[config.mk]
export PLATFORM = sky130hd
export DESIGN_NAME = sync_edge_n
export DESIGN_NICKNAME = d
export VERILOG_FILES = /design/src/rtl/sync_pkg.sv /design/src/rtl/sync_edge_chan.sv /design/src/rtl/sync_edge_n.sv
export SDC_FILE = /design/constraint.sdc
export NUM_CORES = 1
export LEC_CHECK = 0
export CORE_MARGIN = 3
export CORE_UTILIZATION = 43
export DETAILED_ROUTE_END_ITERATION = 8
export GPL_TIMING_DRIVEN = 0
export PLACE_DENSITY_LB_ADDON = 0.25
export SYNTH_ARGS = -nofsm -noshare
export SYNTH_HDL_FRONTEND = slang
export SYNTH_SLANG_ARGS = --single-unit
[constraint.sdc]
create_clock -name Clk100MHz -period 0.9 [get_ports Clk100MHz]
set_input_delay 0.18 -clock Clk100MHz [delete_from_list [all_inputs] [get_ports Clk100MHz]]
set_output_delay 0.18 -clock Clk100MHz [all_outputs]
set_load 0.005 [all_outputs]
[src/rtl/sync_pkg.sv]
// sync_pkg: shared limits and helpers for the sync_edge_n input conditioner.  Rev 1.0
`default_nettype none

package sync_pkg;

  localparam int SYNC_MIN_STAGES = 2;
  localparam int DB_10MS_100MHZ  = 1000000;

  function automatic int db_width(input int n);
    return $clog2(n + 1);
  endfunction

endpackage

`default_nettype wire

[src/rtl/sync_edge_chan.sv]
// sync_edge_chan: one channel of synchroniser chain, optional debounce (SYNC_DEBOUNCE_EN) and edge pulses.  Rev 1.0
`default_nettype none

module sync_edge_chan
  import sync_pkg::*;
#(
  parameter int STAGES    = 3
`ifdef SYNC_DEBOUNCE_EN
  ,
  parameter int DB_CYCLES = DB_10MS_100MHZ
`endif
) (
  input  logic Clk100MHz,
  input  logic reset_n,
  input  logic async_sig,
  output logic sync_sig,
  output logic rise_pulse,
  output logic fall_pulse
);

  logic [STAGES-1:0] stage;
  logic              sync_raw;
  logic              next_sync;

  always_ff @(posedge Clk100MHz) begin
    if (!reset_n) stage <= '0;
    else          stage <= {stage[STAGES-2:0], async_sig};
  end

  assign sync_raw = stage[STAGES-1];

`ifdef SYNC_DEBOUNCE_EN
  localparam int            CW       = db_width(DB_CYCLES);
  localparam logic [CW-1:0] CNT_LAST = CW'(DB_CYCLES - 1);

  logic [CW-1:0] count;
  logic          sync_q;

  // Level is accepted only on the cycle the count reaches its last value.
  assign next_sync = (sync_raw != sync_q && count == CNT_LAST) ? sync_raw : sync_q;

  always_ff @(posedge Clk100MHz) begin
    if (!reset_n) begin
      count  <= '0;
      sync_q <= 1'b0;
    end else begin
      count  <= (sync_raw == sync_q || count == CNT_LAST) ? '0 : count + 1'b1;
      sync_q <= next_sync;
    end
  end

  assign sync_sig = sync_q;
`else
  // The last chain flop is the output; its D input lets the pulse land in the same edge.
  assign next_sync = stage[STAGES-2];
  assign sync_sig  = sync_raw;
`endif

  always_ff @(posedge Clk100MHz) begin
    if (!reset_n) begin
      rise_pulse <= 1'b0;
      fall_pulse <= 1'b0;
    end else begin
      rise_pulse <= ~sync_sig & next_sync;
      fall_pulse <= sync_sig & ~next_sync;
    end
  end

endmodule

`default_nettype wire

[src/rtl/sync_edge_n.sv]
// sync_edge_n: CH-channel synchroniser with rise/fall pulses; debounce built in with SYNC_DEBOUNCE_EN.  Rev 1.0
`default_nettype none

module sync_edge_n
  import sync_pkg::*;
#(
  parameter int CH        = 4,
  parameter int STAGES    = 3,
  parameter int DB_CYCLES = DB_10MS_100MHZ
) (
  input  logic          Clk100MHz,
  input  logic          reset_n,
  input  logic [CH-1:0] async_sig,
  output logic [CH-1:0] sync_sig,
  output logic [CH-1:0] rise_pulse,
  output logic [CH-1:0] fall_pulse,
  output logic          any_edge
);

  if (STAGES < SYNC_MIN_STAGES) begin : g_bad_stages
    $error("sync_edge_n: STAGES must be >= %0d", SYNC_MIN_STAGES);
  end
  if (CH < 1) begin : g_bad_ch
    $error("sync_edge_n: CH must be >= 1");
  end
  if (DB_CYCLES < 1) begin : g_bad_db
    $error("sync_edge_n: DB_CYCLES must be >= 1");
  end

  for (genvar i = 0; i < CH; i++) begin : g_chan
    sync_edge_chan #(
      .STAGES    (STAGES)
`ifdef SYNC_DEBOUNCE_EN
      ,
      .DB_CYCLES (DB_CYCLES)
`endif
    ) u_chan (
      .Clk100MHz  (Clk100MHz),
      .reset_n    (reset_n),
      .async_sig  (async_sig[i]),
      .sync_sig   (sync_sig[i]),
      .rise_pulse (rise_pulse[i]),
      .fall_pulse (fall_pulse[i])
    );
  end

  assign any_edge = |(rise_pulse | fall_pulse);

endmodule

`default_nettype wire
; Yosys cells after proc, flatten, opt, wreduce, memory -nomap -nowiden
; Index checks and enable logic that the tools add are counted.
[word_totals]
reg_bits = 20
in_bits = 6
output_inout_bits = 13
word_cells = 30
[op_classes]
n_bitwise = 17
reduce_logical = 1
[op_table]
columns = cell, n
row1 = bitwise AND 1 bit, 8
row2 = NOT 1 bit, 8
row3 = OR 4 bit, 1
row4 = OR reduction 4 bit, 1

; Logic depth before layout (Yosys ltp)
; Gate-level depths: netlist (run 1).
[depth]
ltp_word = 2
depth_mapped = 3
ltp_nobuf = 2

; Modules after synthesis
; From an unflattened synthesis (run 1), not the netlist that was laid out.
[hier_totals]
hier_cells = 43
area_unflattened_um2 = 576.8
[modules_own_cells]
columns = module, instances, cells_per_inst, area_per_inst_um2
row1 = sync_edge_chan, 4, 10, 140.1
row2 = sync_edge_n, 1, 3, 16.3

; Worst setup path before layout (run 1)
; OpenSTA, ideal clock, no wires.
[synth_timing]
path_kind = register to output
start = reg g_chan[1].u_chan.fall_pulse
end = out any_edge
t_arrival_ns = 0.626
t_required_ns = 0.720
slack_ns = 0.094
path_stages_with_launch = 3
path_cell_list = dfxtp_1 nor4_1 nand2_1
[synth_via]
elab_chain_len = 2
[synth_lines]
columns = item, line
row1 = from (decl), sync_edge_chan.sv:18  ; output logic fall_pulse
row2 = from (signal assigned), sync_edge_chan.sv:65  ; fall_pulse <= sync_sig & ~next_sync;
row3 = OR 4 bit, sync_edge_n.sv:47  ; assign any_edge = |(rise_pulse | fall_pulse);
row4 = OR reduction 4 bit, sync_edge_n.sv:47
row5 = to (decl), sync_edge_n.sv:17  ; output logic any_edge
; Every way passes these cells.

; Worst setup path after layout (run 1)
[layout_timing]
start = reg g_chan[3].u_chan.rise_pulse
end = out any_edge
[layout_via]
elab_chain_len = 2
[layout_lines]
columns = item, line
row1 = from (decl), sync_edge_chan.sv:17  ; output logic rise_pulse,
row2 = from (signal assigned), sync_edge_chan.sv:64  ; rise_pulse <= ~sync_sig & next_sync;
row3 = OR 4 bit, sync_edge_n.sv:47
row4 = OR reduction 4 bit, sync_edge_n.sv:47
; Every way passes these cells.

==> results of run 1 <==
timing repair:
item | CTS | global route
endpoints found under the setup margin | 13 | 17
pin swaps | 3 | 0
resized for setup | 86 | 7
setup buffers | 5 | 2
critical path, stage by stage, from the launching register on:
cell and delay, ns:
dfxtp_2 0.36, nor4_4 0.26, nand2_1 0.07, buf_2 0.13
worst min-delay path by stage:
stage	endpoint	slack (ns)	cells after the start
after detailed placement	g_chan[0].u_chan.fall_pulse	0.39	1
after floorplan	g_chan[0].u_chan.stage[0]	0.30	1
final	g_chan[0].u_chan.stage[1]	0.26	2
after global placement	g_chan[3].u_chan.fall_pulse	0.39	1
after CTS	g_chan[0].u_chan.fall_pulse	0.40	1
after global routing	g_chan[0].u_chan.stage[0]	0.27	2
cells by family (layout without fill, tap and decap cells):
group | Yosys count | in the layout
and+or+nand+nor | 27 | 27
DFF | 20 | 20
buffers and inverters | 13 | 37
stage by stage:
| step | TNS, ns | worst slack (ns) | power (mW) | cell area, um^2 | cells |
|---|---|---|---|---|---|
| 5_1_grt | -2.32 | -0.469 | 1.84 | 1010 | 99 |
| 2_1_floorplan | 0 | 0.0940 | 0.993 | 649 | 60 |
| 4_1_cts | -1.68 | -0.383 | 1.78 | 976 | 98 |
| 3_5_place_dp | -6.82 | -0.376 | 1.06 | 848 | 93 |
| 6_report | -1.89 | -0.394 | 1.78 | 1010 | 99 |
| 3_3_place_gp | -6.92 | -0.380 | 1.05 | 848 | 93 |
cell usage in the layout (no fill, tap or decap), drive strengths merged:
master / count
nor2: 4
buf: 28
clkdlybuf4s50: 4
and2: 12
clkbuf: 3
nor4: 2
and2b: 4
dfxtp: 20
dlymetal6s2s: 1
bufinv: 1
nand2: 5
synth_stat cells:
library cell	n	share of area [%]
nand2_1	5	2.9
nor4_1	2	1.9
buf_4	13	15
and2b_1	4	4.6
nor2_1	4	2.3
and2_1	12	12
dfxtp_1	20	62
routing by layer:
metal / share of wire [%] / global-route usage [%] / vias to the layer above
met1: 35 / 10.6 / 201
met4: 2.8 / 8.77 / 0
li1: - / - / 219
met3: 7.8 / 2.79 / 4
met2: 54 / 20.6 / 17
met5: 0 / 0 / -
area by class of cell:
| class | instances | area, um^2 | area share [%] |
|---|---|---|---|
| repair buffers | 25 | 253 | 25.0 |
| plain buffers | 8 | 86.3 | 8.53 |
| well taps | 15 | 18.8 | 1.85 |
| clock inverters | 1 | 30.0 | 2.97 |
| multi-input cells | 27 | 181 | 17.9 |
| flip-flops and latches | 20 | 420 | 41.5 |
| clock buffers | 3 | 22.5 | 2.22 |
report_power, final:
group | internal (mW) | switching, mW
logic | 0.0921 | 0.0352
clock network | 0.450 | 0.270
registers | 0.911 | 0.0169
total | 1.45 | 0.322
sequential cells by signal, indices dropped and copies added, names as in the netlist:
| register | count |
|---|---|
| g_chan.u_chan.stage | 12 |
| g_chan.u_chan.fall_pulse | 4 |
| g_chan.u_chan.rise_pulse | 4 |
==> results.json, run 1 <==
{
  "finalHoldViolCount": 0,
  "yosys_warnings": 0,
  "cts_tree": "yes",
  "netlist_area_um2": 649,
  "place.gp.congestion": 0.636,
  "cp_max_fo": 2,
  "worstHoldStart": "reset_n",
  "synth_xor_area_share_pct": 0,
  "cp-end-kind": "output port",
  "crit_required_ns": 0.72,
  "coreArea_um2": 1370,
  "syn_inst": 60,
  "whs_ns": 0.255,
  "tightestPinTransition_ns": 0.216,
  "fmax_mhz": 773,
  "antenna_found_initial": 0,
  "fin_ws_ns": -0.394,
  "dieArea_um2": 2010,
  "clkTransAtPathRegs_ns": 0.11,
  "power_density_nw_per_um2": 1750,
  "synth-compound-area-share_pct": 0,
  "dr.first_iter.drc_count": 3,
  "clock_latency_ns": 0.30,
  "grt_max_degree": 13,
  "io_buffers": 18,
  "reg2reg_depth": 2,
  "die_y_um": 44.9,
  "final_util_pct": 74.1,
  "startpoint": "g_chan[3].u_chan.rise_pulse",
  "grt_overflow": 0,
  "clk_path_buf_depth": 2,
  "ioPinCount": 19,
  "setup_viol": 13,
  "final-max-slew-violation-count": 0,
  "reg2reg_from": "g_chan[3].u_chan.stage[1]",
  "status": "finished, violations left",
  "clock-sinks": 20,
  "dp_hpwl_um": 674,
  "dr_total_vias": 441,
  "fin_crit_ns": 1.29,
  "syn_nets": 66,
  "grt_pass1_vias": 358,
  "drc": 0,
  "synth-seq-cells": 20,
  "fillCellCount": 111,
  "synth_area_per_cell_um2": 10.8,
  "post_drt_wl_per_cell_um": 10.5,
  "postCtsHoldBufs": 0,
  "cap_viol_max_count": 0,
  "regToRegEndpoint": "g_chan[3].u_chan.rise_pulse",
  "grt_util_all_layers_pct": 11.3,
  "violations": "setup timing",
  "hold_class": "in -> reg",
  "synth_top_family_by_area": "simple AND/OR/NAND/NOR gates",
  "arrival_ns": 1.11,
  "crit_end": "any_edge",
  "area_delta_synth_final_pct": 55.9,
  "finalNetCount": 91,
  "finalClockSkew_ns": 0.00664,
  "numCtsBuffers": 3,
  "synthAdderAreaFrac_pct": 0,
  "synth-simple-area-share_pct": 23.3,
  "routed_wl_um": 1040,
  "synth_cell_types": 7,
  "fin_crit_sh_pct": 144,
  "die_width_um": 44.9,
  "max_slew_margin_pct": 85.6,
  "clockRootBuffer": "clkbuf_4",
  "rows": 13,
  "drive_above_1_share_pct": 54.8,
  "r2r_setup_slack_ns": 0.16,
  "p_leak_nw": 0.488,
  "initial_utilization_pct": 47.5,
  "rsz0062_at_grt": "true",
  "startpoint_type": "register",
  "drtAntennaViolNets": 0,
  "setup.worst_path.class": "reg -> out",
  "diodes": 0,
  "muxShareOfSynthArea_pct": 0,
  "grt_pass1_wl_um": 1540,
  "ir_drop_v": 0.00176,
  "htree_num_levels": 1,
  "yosysSeqAreaShare_pct": 61.7,
  "vias_per_cell": 4.45,
  "dr.pass1.iters": 3
}
Power figures use the tool's default switching activity.
==> run 2, diff against run 1 <==
- CORE_MARGIN: 3 -> 2
- PLACE_DENSITY: not set -> 0.84
- PLACE_DENSITY_LB_ADDON: 0.25 -> not set
==> run 2 against run 1 <==
  * The flow still finishes with violations (setup timing)
  * Clock skew down 0.0062 ns
  * Final cell count unchanged
  * Routed wire length down 3.7%
  * Critical path depth unchanged
  * Design area down 5.8%
  * Largest cell class unchanged
  * Worst setup slack worse by 0.025 ns
==> results.json, run 2 (synthesis results as in run 1) <==
{
  "critical-path-slowest-cell": "dfxtp_2",
  "stdcell_count": 99,
  "grt_max_degree": 11,
  "cp_top_family": "simple AND/OR/NAND/NOR gates",
  "drc": 0,
  "cp_max_fo": 2,
  "finalClockSkew_ns": 0.000448,
  "clkTransAtPathRegs_ns": 0.10,
  "r2r_setup_slack_ns": 0.17,
  "finalNetCount": 91,
  "reg_top3": "g_chan.u_chan.stage (12), g_chan.u_chan.fall_pulse (4), g_chan.u_chan.rise_pulse (4)",
  "rows": 14,
  "fmax_mhz": 758,
  "clock_latency_ns": 0.29,
  "grtUsageMet2_pct": 20.6,
  "dr.pass1.iters": 2,
  "setup.worst_path.class": "reg -> out",
  "clkPwrFrac_pct": 26.9,
  "use_met3_pct": 2.98,
  "p_leak_nw": 0.455,
  "reg2reg_from": "g_chan[1].u_chan.stage[2]",
  "dieArea_um2": 1840,
  "fin_crit_sh_pct": 147,
  "routed_wl_um": 1000,
  "crit_end": "any_edge",
  "top_register": "g_chan.u_chan.stage",
  "cap_viol_max_count": 0,
  "diodes": 0,
  "initial_utilization_pct": 44.7,
  "crit_buf_inv": 1,
  "violations": "setup timing",
  "regToRegEndpoint": "g_chan[1].u_chan.rise_pulse",
  "fin_crit_ns": 1.32,
  "grt_pass1_wl_um": 1730,
  "grt_overflow": 0,
  "status": "finished, violations left",
  "layout_common_cells": "20 x buf_6, 12 x and2_1, 12 x dfxtp_2",
  "layout_commonest_cell": "buf_6",
  "power.switching_mw": 0.281,
  "switching_share_pct": 19.6,
  "cts_tree": "yes",
  "post_drt_wl_per_cell_um": 10.1,
  "die_y_um": 42.9,
  "vias_per_cell": 4.29,
  "antenna_found_initial": 0,
  "power_frac_comb_pct": 8.3,
  "ir_drop_v": 0.00105,
  "area_delta_synth_final_pct": 46.8,
  "detailed_place.area_um2": 850,
  "stdcell_area_um2": 953,
  "numCtsBuffers": 3,
  "cp-end-kind": "output port",
  "busiest_layer": "met2",
  "finalHoldViolCount": 0,
  "htree_num_levels": 1,
  "die_width_um": 42.9,
  "drive_above_1_share_pct": 54.2,
  "startpoint_type": "register",
  "max_slew_margin_pct": 83.9,
  "dp_slack_ns": -0.378,
  "power_density_nw_per_um2": 1510,
  "dp.cells": 94,
  "final_util_pct": 65.6,
  "final-max-slew-violation-count": 0,
  "cpPeakStageDelay_ns": 0.34,
  "reg2reg_depth": 2,
  "crit_required_ns": 0.72,
  "grt_util_all_layers_pct": 12.8,
  "dp_hpwl_um": 696,
  "coreArea_um2": 1450,
  "dr.first_iter.drc_count": 3,
  "pwr-share-seq_pct": 64.8,
  "fillCellCount": 125,
  "arrival_ns": 1.14,
  "tightestPinTransition_ns": 0.240,
  "hold_class": "in -> reg",
  "rsz0062_at_grt": "true",
  "dr_total_vias": 425,
  "clk_path_buf_depth": 2,
  "grt_pass1_vias": 420,
  "clock-sinks": 20,
  "grt_use_met1_pct": 15.5,
  "clockRootBuffer": "clkbuf_4",
  "setup_viol": 12,
  "startpoint": "g_chan[2].u_chan.fall_pulse",
  "fin_ws_ns": -0.419,
  "p_int_mw": 1.16,
  "io_buffers": 18,
  "worstSetupPathDepth": 3,
  "totalPowerFinal_mw": 1.44,
  "cp_cell_sequence": "nor4_2, nand2_1, buf_2",
  "largest_reg_flops": 12,
  "drtAntennaViolNets": 0,
  "ioPinCount": 19,
  "place.gp.congestion": 0.658
}
## run 2: cell count changes in the layout (fill, tap and decap cells not counted), sizes merged
cell	previous run	this run
dlygate4sd2	0	1
dlymetal6s2s	1	0
bufinv	1	0
## run 2: stage by stage
step	hold slack (ns)	setup TNS, ns
global placement	0.389	-6.73
detailed placement	0.391	-6.76
floorplan	0.302	0
CTS	0.371	-1.54
finish	0.361	-1.46
global route	0.388	-1.95
## run 2: layer usage
| metal | up-vias | share of wire, % |
|---|---|---|
| met3 | 2 | 4.9 |
| met2 | 13 | 55 |
| li1 | 220 | - |
| met1 | 190 | 39 |
| met4 | 0 | 0.50 |
| met5 | - | 0 |
## run 2: worst min-delay path by stage
stage / startpoint / to / slack, ns / depth (start not counted)
final: reset_n / g_chan[0].u_chan.stage[1] / 0.36 / 2
after global routing: reset_n / g_chan[0].u_chan.stage[1] / 0.39 / 2
after CTS: reset_n / g_chan[0].u_chan.stage[0] / 0.37 / 2
after detailed placement: g_chan[0].u_chan.stage[1] / g_chan[0].u_chan.fall_pulse / 0.39 / 1
after global placement: g_chan[0].u_chan.stage[1] / g_chan[0].u_chan.fall_pulse / 0.39 / 1
after floorplan: reset_n / g_chan[0].u_chan.stage[0] / 0.30 / 1
## run 2: layout make-up
cell class                 count  area, um^2  area share (%)
sequential                    20         415            43.6
tap                           16        20.0            2.10
multi-input combinational     27         164            17.2
clock buffer                   3        22.5            2.36
buffer                         7        75.1            7.87
timing repair buffer          26         256            26.9
## run 2: worst register-to-register path, cell delays in order (launching register included)
cell	delay, ns
dfxtp_2	0.35
buf_4	0.10
and2b_1	0.17
## run 2: power groups by stage
stage | clock network [mW] | registers, mW | logic [mW]
2_1_floorplan | 0 | 0.943 | 0.0503
5_1_grt | 0.437 | 0.934 | 0.133
6_report | 0.387 | 0.931 | 0.119
4_1_cts | 0.393 | 0.930 | 0.122
3_3_place_gp | 0 | 0.945 | 0.110
3_5_place_dp | 0 | 0.946 | 0.114
## run 2: timing repair
| action | 4_1_cts | 5_1_grt |
|---|---|---|
| setup endpoints to repair | 14 | 13 |
| setup buffers | 5 | 3 |
| pin swaps | 3 | 2 |
| gates resized for setup | 88 | 2 |
| hold buffers | 0 | 0 |
